### src/rtl/weight_loader.sv
// Streams NUM_OUTPUTS signed Q-format weights into a neuron stage, one
// registered one-hot write strobe per accepted word, with a running checksum.
module weight_loader #(
    parameter int FIXED_BITS      = 8,
    parameter int FRACTIONAL_BITS = 8,
    parameter int NUM_OUTPUTS     = 4,
    localparam int W  = FIXED_BITS + FRACTIONAL_BITS,
    localparam int IW = ($clog2(NUM_OUTPUTS + 1) < 1) ? 1 : $clog2(NUM_OUTPUTS + 1)
) (
    input  logic                     clk,
    input  logic                     rst_n,
    input  logic                     start,
    input  logic                     abort,
    input  logic                     in_valid,
    output logic                     in_ready,
    input  logic [W-1:0]             in_data,
    output logic [NUM_OUTPUTS-1:0]   set_weight_en,
    output logic [NUM_OUTPUTS*W-1:0] set_weight_val,
    output logic                     busy,
    output logic                     done,
    output logic [IW-1:0]            load_index,
    output logic [W-1:0]             checksum,
    output logic [1:0]               fsm_state
);

    // Handshake: a word transfers on a rising clk edge where in_valid and
    // in_ready are both 1; in_ready is high only in LOAD without abort.
    typedef enum logic [1:0] {
        IDLE = 2'd0,
        LOAD = 2'd1,
        DONE = 2'd2
    } state_t;

    state_t state;
    state_t state_next;
    logic   accept;
    logic   last_word;

    assign fsm_state = state;
    assign last_word = (load_index == IW'(NUM_OUTPUTS - 1));

    always_ff @(posedge clk) begin
        if (!rst_n) begin
            state <= IDLE;
        end else begin
            state <= state_next;
        end
    end

    always_comb begin
        state_next = state;
        case (state)
            IDLE: if (start) state_next = LOAD;
            LOAD: begin
                if (abort) begin
                    state_next = IDLE;
                end else if (accept && last_word) begin
                    state_next = DONE;
                end
            end
            DONE:    state_next = IDLE;
            default: state_next = IDLE;
        endcase
    end

    always_comb begin
        in_ready = rst_n && (state == LOAD) && !abort;
        accept   = in_valid && in_ready;
        busy     = (state != IDLE);
        done     = (state == DONE);
    end

    // Strobe and value are cleared every cycle so they only appear for one
    // cycle after an acceptance, with every unselected slice at zero.
    always_ff @(posedge clk) begin
        if (!rst_n) begin
            set_weight_en  <= '0;
            set_weight_val <= '0;
            load_index     <= '0;
            checksum       <= '0;
        end else begin
            set_weight_en  <= '0;
            set_weight_val <= '0;
            if (state == IDLE && start) begin
                load_index <= '0;
                checksum   <= '0;
            end
            if (accept) begin
                for (int k = 0; k < NUM_OUTPUTS; k++) begin
                    if (load_index == IW'(k)) begin
                        set_weight_en[k]         <= 1'b1;
                        set_weight_val[k*W +: W] <= in_data;
                    end
                end
                load_index <= load_index + 1'b1;
                checksum   <= checksum + in_data;
            end
        end
    end

endmodule

### config.mk
export PLATFORM = sky130hd
export DESIGN_NAME = weight_loader
export DESIGN_NICKNAME = d
export VERILOG_FILES = /design/src/rtl/weight_loader.sv
export SDC_FILE = /design/constraint.sdc
export NUM_CORES = 1
export LEC_CHECK = 0
export ABC_AREA = 1
export BUFFER_PORTS_ARGS = -buffer_cell sky130_fd_sc_hd__buf_4
export CAP_MARGIN = 10
export CORE_MARGIN = 2
export CORE_UTILIZATION = 55
export CTS_BUF_LIST = sky130_fd_sc_hd__clkbuf_8
export DETAILED_ROUTE_END_ITERATION = 7
export GPL_TIMING_DRIVEN = 0
export PLACE_DENSITY = 0.86
export RECOVER_POWER = 25
export SKIP_CTS_REPAIR_TIMING = 1
export SLEW_MARGIN = 20
export SYNTH_ARGS = -nofsm -noshare
export SYNTH_HDL_FRONTEND = slang
export SYNTH_SLANG_ARGS = --single-unit
export TNS_END_PERCENT = 50
### constraint.sdc
create_clock -name clk -period 2.7 [get_ports clk]
set_input_delay 0.54 -clock clk [delete_from_list [all_inputs] [get_ports clk]]
set_output_delay 0.54 -clock clk [all_outputs]
set_load 0.01 [all_outputs]
==> flow_summary.ini, run 1 <==
[outcome]
status = finished, final reports clean

[global_routing]
antenna_found_initial = 0
grt_max_degree = 17
grt_overflow = 0
first_global_vias = 2892
grt_pass1_wl_um = 13290
grt_usage_pct = 23.64

[drt]
wl_per_cell_um = 12.92
vias = 3073
drt-initial-drc-count = 140
first_pass_iters = 5
routed_wl_um = 8258
avgViaCountPerCell = 4.809
drtAntennaViolNets = 0
drc = 0

[timing]
fmax_mhz = 464.0
worst_pin_slew_ns = 1.052
finalCritPeriodShare_pct = 79.82
maxSlewHeadroom_pct = 29.60
setup_viol = 0
rsz0062_at_grt = no
hold_violations = 0
slew_violations = 0
finalSetupTns_ns = 0
fin_crit_ns = 2.155
skew_ns = 0.01227

[final_layout]
mostFrequentLayoutCells = nand2_1, dfxtp_1, buf_4
drive_gt1_share_pct = 22.78
finalInstanceArea_sq_um = 4551
final_common_cell = nand2_1
antennaDiodeCount = 0
nets = 599
area_delta_synth_final_pct = 29.89

[critical_path]
critPathArrivalTime_ns = 2.39
worst-setup-path-type = reg -> reg
crit_slowest_cell = nor2_1
cpPeakStageDelay_ns = 0.82
cp-start-kind = flop
worst-path-buf-inv = 2
crit_chain = inv_1 > nor2_2 > nand3_1 > nor2_1 > nor2_2 > buf_6 > nand2_1 > nand2_1
cp_top_family = simple AND/OR/NAND/NOR gates
cp.required_ns = 2.93
cp_max_fo = 10
critPathCaptureType = flop

[synthesis]
synth_top_family_by_area = simple AND/OR/NAND/NOR gates
synth-compound-area-share_pct = 3.607
synthAdderAreaFrac_pct = 7.714
async_flop_share_pct = 0
synth-main-ff-cell = dfxtp_1
synth_area_leader_cell = dfxtp_1
netlist_instances = 434
synth-seq-area-share_pct = 50.86
synthMuxAreaShare_pct = 0
netlist.area_leader.share_pct = 50.86
yosys.area_share.simple_pct = 27.79
synth_xor_area_share_pct = 0.5000
synth_area_sq_um = 3503
avgSynthCellArea_sq_um = 8.072
ys_ff_latch = 89
synth-edff-count = 0
synth_cell_types = 28
yosys_warnings = 0
yosys-top-cells-area = dfxtp_1, nand2_1, inv_1
synth_nets = 476

[clock_tree]
clk_latency_ns = 0.35
numCtsBuffers = 9
clockBufferDepth = 2
cts_tree = yes
path_clk_slew_ns = 0.08
clkSinkCount = 89
h-tree-depth = 3
cts-root-buf = clkbuf_8

[pwr]
swShare_pct = 23.54
ir_drop_v = 0.0005382
comb_power_share_pct = 7.2
power_leakage_nw = 2.486
p_seq_share_pct = 52.8
p_clk_share_pct = 40.0
p_switching_mw = 0.5920
p_int_mw = 1.923
cellPowerDensity_nw_per_um2 = 552.7

[die]
die-area_sq_um = 7024
die_x_um = 83.81
die_y_um = 83.81
coreArea_sq_um = 6241
num_io_pins = 113
rows = 29
start_util_pct = 56.13

[run]
drv_cap = 0

[placement]
port_buffers = 112
place_area_sq_um = 4441
place_hpwl_um = 6259
globalplace.congestion = 0.9193

[hold_path]
hp-class = in -> reg
-- path summary, 6_finish.rpt --
kind / cells after the start / end / slack [ns] / startpoint
worst max-delay path: 8 / checksum[5] / 0.54 / fsm_state[0]
worst min-delay path: 3 / fsm_state[0] / 0.45 / start
worst max register to register: 8 / checksum[5] / 0.54 / fsm_state[0]
worst min register to register: 2 / checksum[11] / 0.47 / checksum[11]
-- worst reg2reg max path, cell delays in order, from the launching register on --
cell     delay (ns)
dfxtp_1        0.37
inv_1          0.06
nor2_2         0.08
nand3_1        0.12
nor2_1         0.82
nor2_2         0.26
buf_6          0.24
nand2_1        0.06
nand2_1        0.05
-- power groups by stage --
stage	sequential (mW)	combinational [mW]	clock, mW
finish	1.33	0.180	1.01
floorplan	1.36	0.104	0
global placement	1.36	0.175	0
CTS	1.33	0.182	1.02
global route	1.33	0.201	1.08
detailed placement	1.36	0.181	0
-- cells by family after synthesis --
kind of cell / after synthesis
simple gates: 220
flops: 89
buf+inv: 78
compound gates: 24
fa+ha+maj: 21
xor+xnor: 2
-- layout make-up --
| class | count | area [sq um] |
|---|---|---|
| plain buffers | 6 | 63.81 |
| clock buffers | 9 | 123.9 |
| clock inverters | 7 | 101.3 |
| fillers | 486 | 1690 |
| inverters | 72 | 270.3 |
| multi-input cells | 267 | 1366 |
| flip-flops and latches | 89 | 1782 |
| well taps | 77 | 96.34 |
| repair buffers | 112 | 747.0 |
-- stage by stage --
stage          power [mW]  hold slack [ns]  worst slack, ns  instances  util, %
4_1_cts             2.526           0.4493           0.9366        639    74.76
2_1_floorplan       1.467           0.4885           0.9523        434        -
6_report            2.515           0.4499           0.5448        639    72.91
3_3_place_gp        1.534           0.4583           0.6865        623    71.15
3_5_place_dp        1.540           0.4640           0.6781        623    71.15
5_1_grt             2.616           0.4589           0.4117        639    72.91
-- registers in the layout, summed over array words and instances (netlist names) --
register        cells
set_weight_val     64
checksum           16
set_weight_en       4
load_index          3
fsm_state           2
-- synthesized netlist by cell type (3+ instances only) --
cell	number
a21oi_1	12
buf_6	5
dfxtp_1	89
ha_1	20
inv_1	70
nand2_1	106
nand3_1	20
nand3_4	3
nor2_1	67
nor2_2	12
nor3_1	3
o21ai_0	8
-- routing by layer --
| metal | vias to the layer above | GRT usage [%] | share of wire [%] |
|---|---|---|---|
| li1 | 1559 | - | - |
| met1 | 1397 | 28.67 | 42 |
| met2 | 110 | 42.11 | 51 |
| met5 | - | 0 | 0 |
| met4 | 0 | 5.279 | 0.97 |
| met3 | 7 | 6.133 | 6.4 |
Power figures use the tool's default switching activity.
==> run 2, diff against run 1 <==
Settings changed: CORE_UTILIZATION 55 to 52, PLACE_DENSITY 0.86 to 0.81.
Clock period 2.7 ns to 2 ns, I/O delays scaled along.
==> flow_summary.ini, run 2 (synthesized netlist as in run 1, its figures left out) <==
[outcome]
status = finished, final reports clean

[critical_path]
cp-start-kind = flop
worst-setup-path-type = reg -> reg
cp_max_fo = 4
reg2reg_to = checksum[12]
critPathCaptureType = flop
r2r_cells = 11
cp-endpoint = checksum[12]
ff2ff_setup_slack_ns = 0.21
cp.required_ns = 2.26
worstSetupStartpoint = checksum[0]
reg2reg_from = checksum[0]
critPathArrivalTime_ns = 2.05

[drt]
avgViaCountPerCell = 4.804
drtAntennaViolNets = 0
drc = 0
vias = 3070
routed_wl_um = 8345
wl_per_cell_um = 13.06
first_pass_iters = 5
drt-initial-drc-count = 142

[pwr]
cellPowerDensity_nw_per_um2 = 741.5
power_leakage_nw = 2.406
total_power_mw = 3.324
ir_drop_v = 0.0003525

[clock_tree]
numCtsBuffers = 9
path_clk_slew_ns = 0.10
cts_tree = yes
clkSinkCount = 89
clk_latency_ns = 0.36
clockBufferDepth = 2
h-tree-depth = 3
cts-root-buf = clkbuf_8

[final_layout]
largest-register = set_weight_val
nets = 599
area_delta_synth_final_pct = 27.96
mostFrequentLayoutCells = nand2_1, dfxtp_1, inv_1
final_common_cell = nand2_1
antennaDiodeCount = 0
largest_reg_flops = 64
top_regs = set_weight_val x64, checksum x16, set_weight_en x4
drive_gt1_share_pct = 19.57

[global_routing]
grt_max_degree = 18
grt_pass1_wl_um = 12720
first_global_vias = 2803
grt_overflow = 0
antenna_found_initial = 0
grt_usage_pct = 22.25

[timing]
holdWs_ns = 0.3121
setup_viol = 0
fmax_mhz = 559.8
maxSlewHeadroom_pct = 69.44
hold_violations = 0
skew_ns = 0.01029
worst_pin_slew_ns = 0.4580
finalCritPeriodShare_pct = 89.32
rsz0062_at_grt = no
slew_violations = 0
finalSetupTns_ns = 0
fin_crit_ns = 1.786

[run]
drv_cap = 0

[die]
rows = 29
coreArea_sq_um = 6422
die_x_um = 86.08
die-area_sq_um = 7410
num_io_pins = 113
die_y_um = 86.08
start_util_pct = 54.55

[hold_path]
hp-class = in -> reg

[placement]
port_buffers = 112
globalplace.congestion = 0.9074
place_hpwl_um = 6225
==> run 2: cell type report <==
| type | count | area (sq um) |
|---|---|---|
| Timing Repair Buffer | 112 | 671.9 |
| Buffer | 6 | 63.81 |
| Fill cell | 560 | 1939 |
| Clock inverter | 7 | 87.58 |
| Sequential cell | 89 | 1782 |
| Tap cell | 77 | 96.34 |
| Multi-Input combinational cell | 267 | 1388 |
| Inverter | 72 | 270.3 |
| Clock buffer | 9 | 123.9 |
==> run 2: worst min-delay path by stage <==
| stage | from | endpoint | slack (ns) | cells after the start |
|---|---|---|---|---|
| 3_3_place_gp | checksum[14] | checksum[14] | 0.46 | 2 |
| 4_1_cts | start | fsm_state[0] | 0.30 | 3 |
| 2_1_floorplan | checksum[10] | checksum[10] | 0.49 | 2 |
| 5_1_grt | start | fsm_state[0] | 0.31 | 3 |
| 3_5_place_dp | checksum[7] | checksum[7] | 0.47 | 2 |
| 6_report | in_data[10] | set_weight_val[10] | 0.31 | 3 |
==> run 2: where the power goes <==
part / leakage, nW / switching, mW / internal (mW)
logic: 1.59 / 0.153 / 0.0962
registers: 0.718 / 0.00948 / 1.78
clock network: 0.101 / 0.677 / 0.605
total: 2.41 / 0.839 / 2.48
==> run 2: stage by stage <==
| stage | utilization, % | setup WS, ns | cells | area, sq um |
|---|---|---|---|---|
| 3_3_place_gp | 69.14 | 0.1191 | 623 | 4441 |
| 3_5_place_dp | 69.14 | 0.08091 | 623 | 4441 |
| 2_1_floorplan | - | 0.3812 | 434 | 3503 |
| 6_report | 69.80 | 0.2137 | 639 | 4483 |
| 5_1_grt | 69.80 | 0.07004 | 639 | 4483 |
| 4_1_cts | 72.43 | 0.2103 | 639 | 4652 |
==> run 2: critical path, stage by stage (launching register included) <==
cell,delay (ns)
dfxtp_1,0.36
ha_1,0.18
inv_1,0.06
fa_1,0.36
inv_1,0.12
nand3_1,0.09
nand3_1,0.16
nand3_1,0.12
nand3_1,0.09
nand2_1,0.05
nand3_1,0.06
nand2_1,0.05
==> run 2: routing by layer <==
metal / up-vias / track usage (%) / wire length, um
met5: - / 0 / 0
met3: 12 / 5.101 / 543
li1: 1562 / - / -
met1: 1391 / 27.53 / 3658
met4: 0 / 9.380 / 155
met2: 105 / 37.21 / 3987
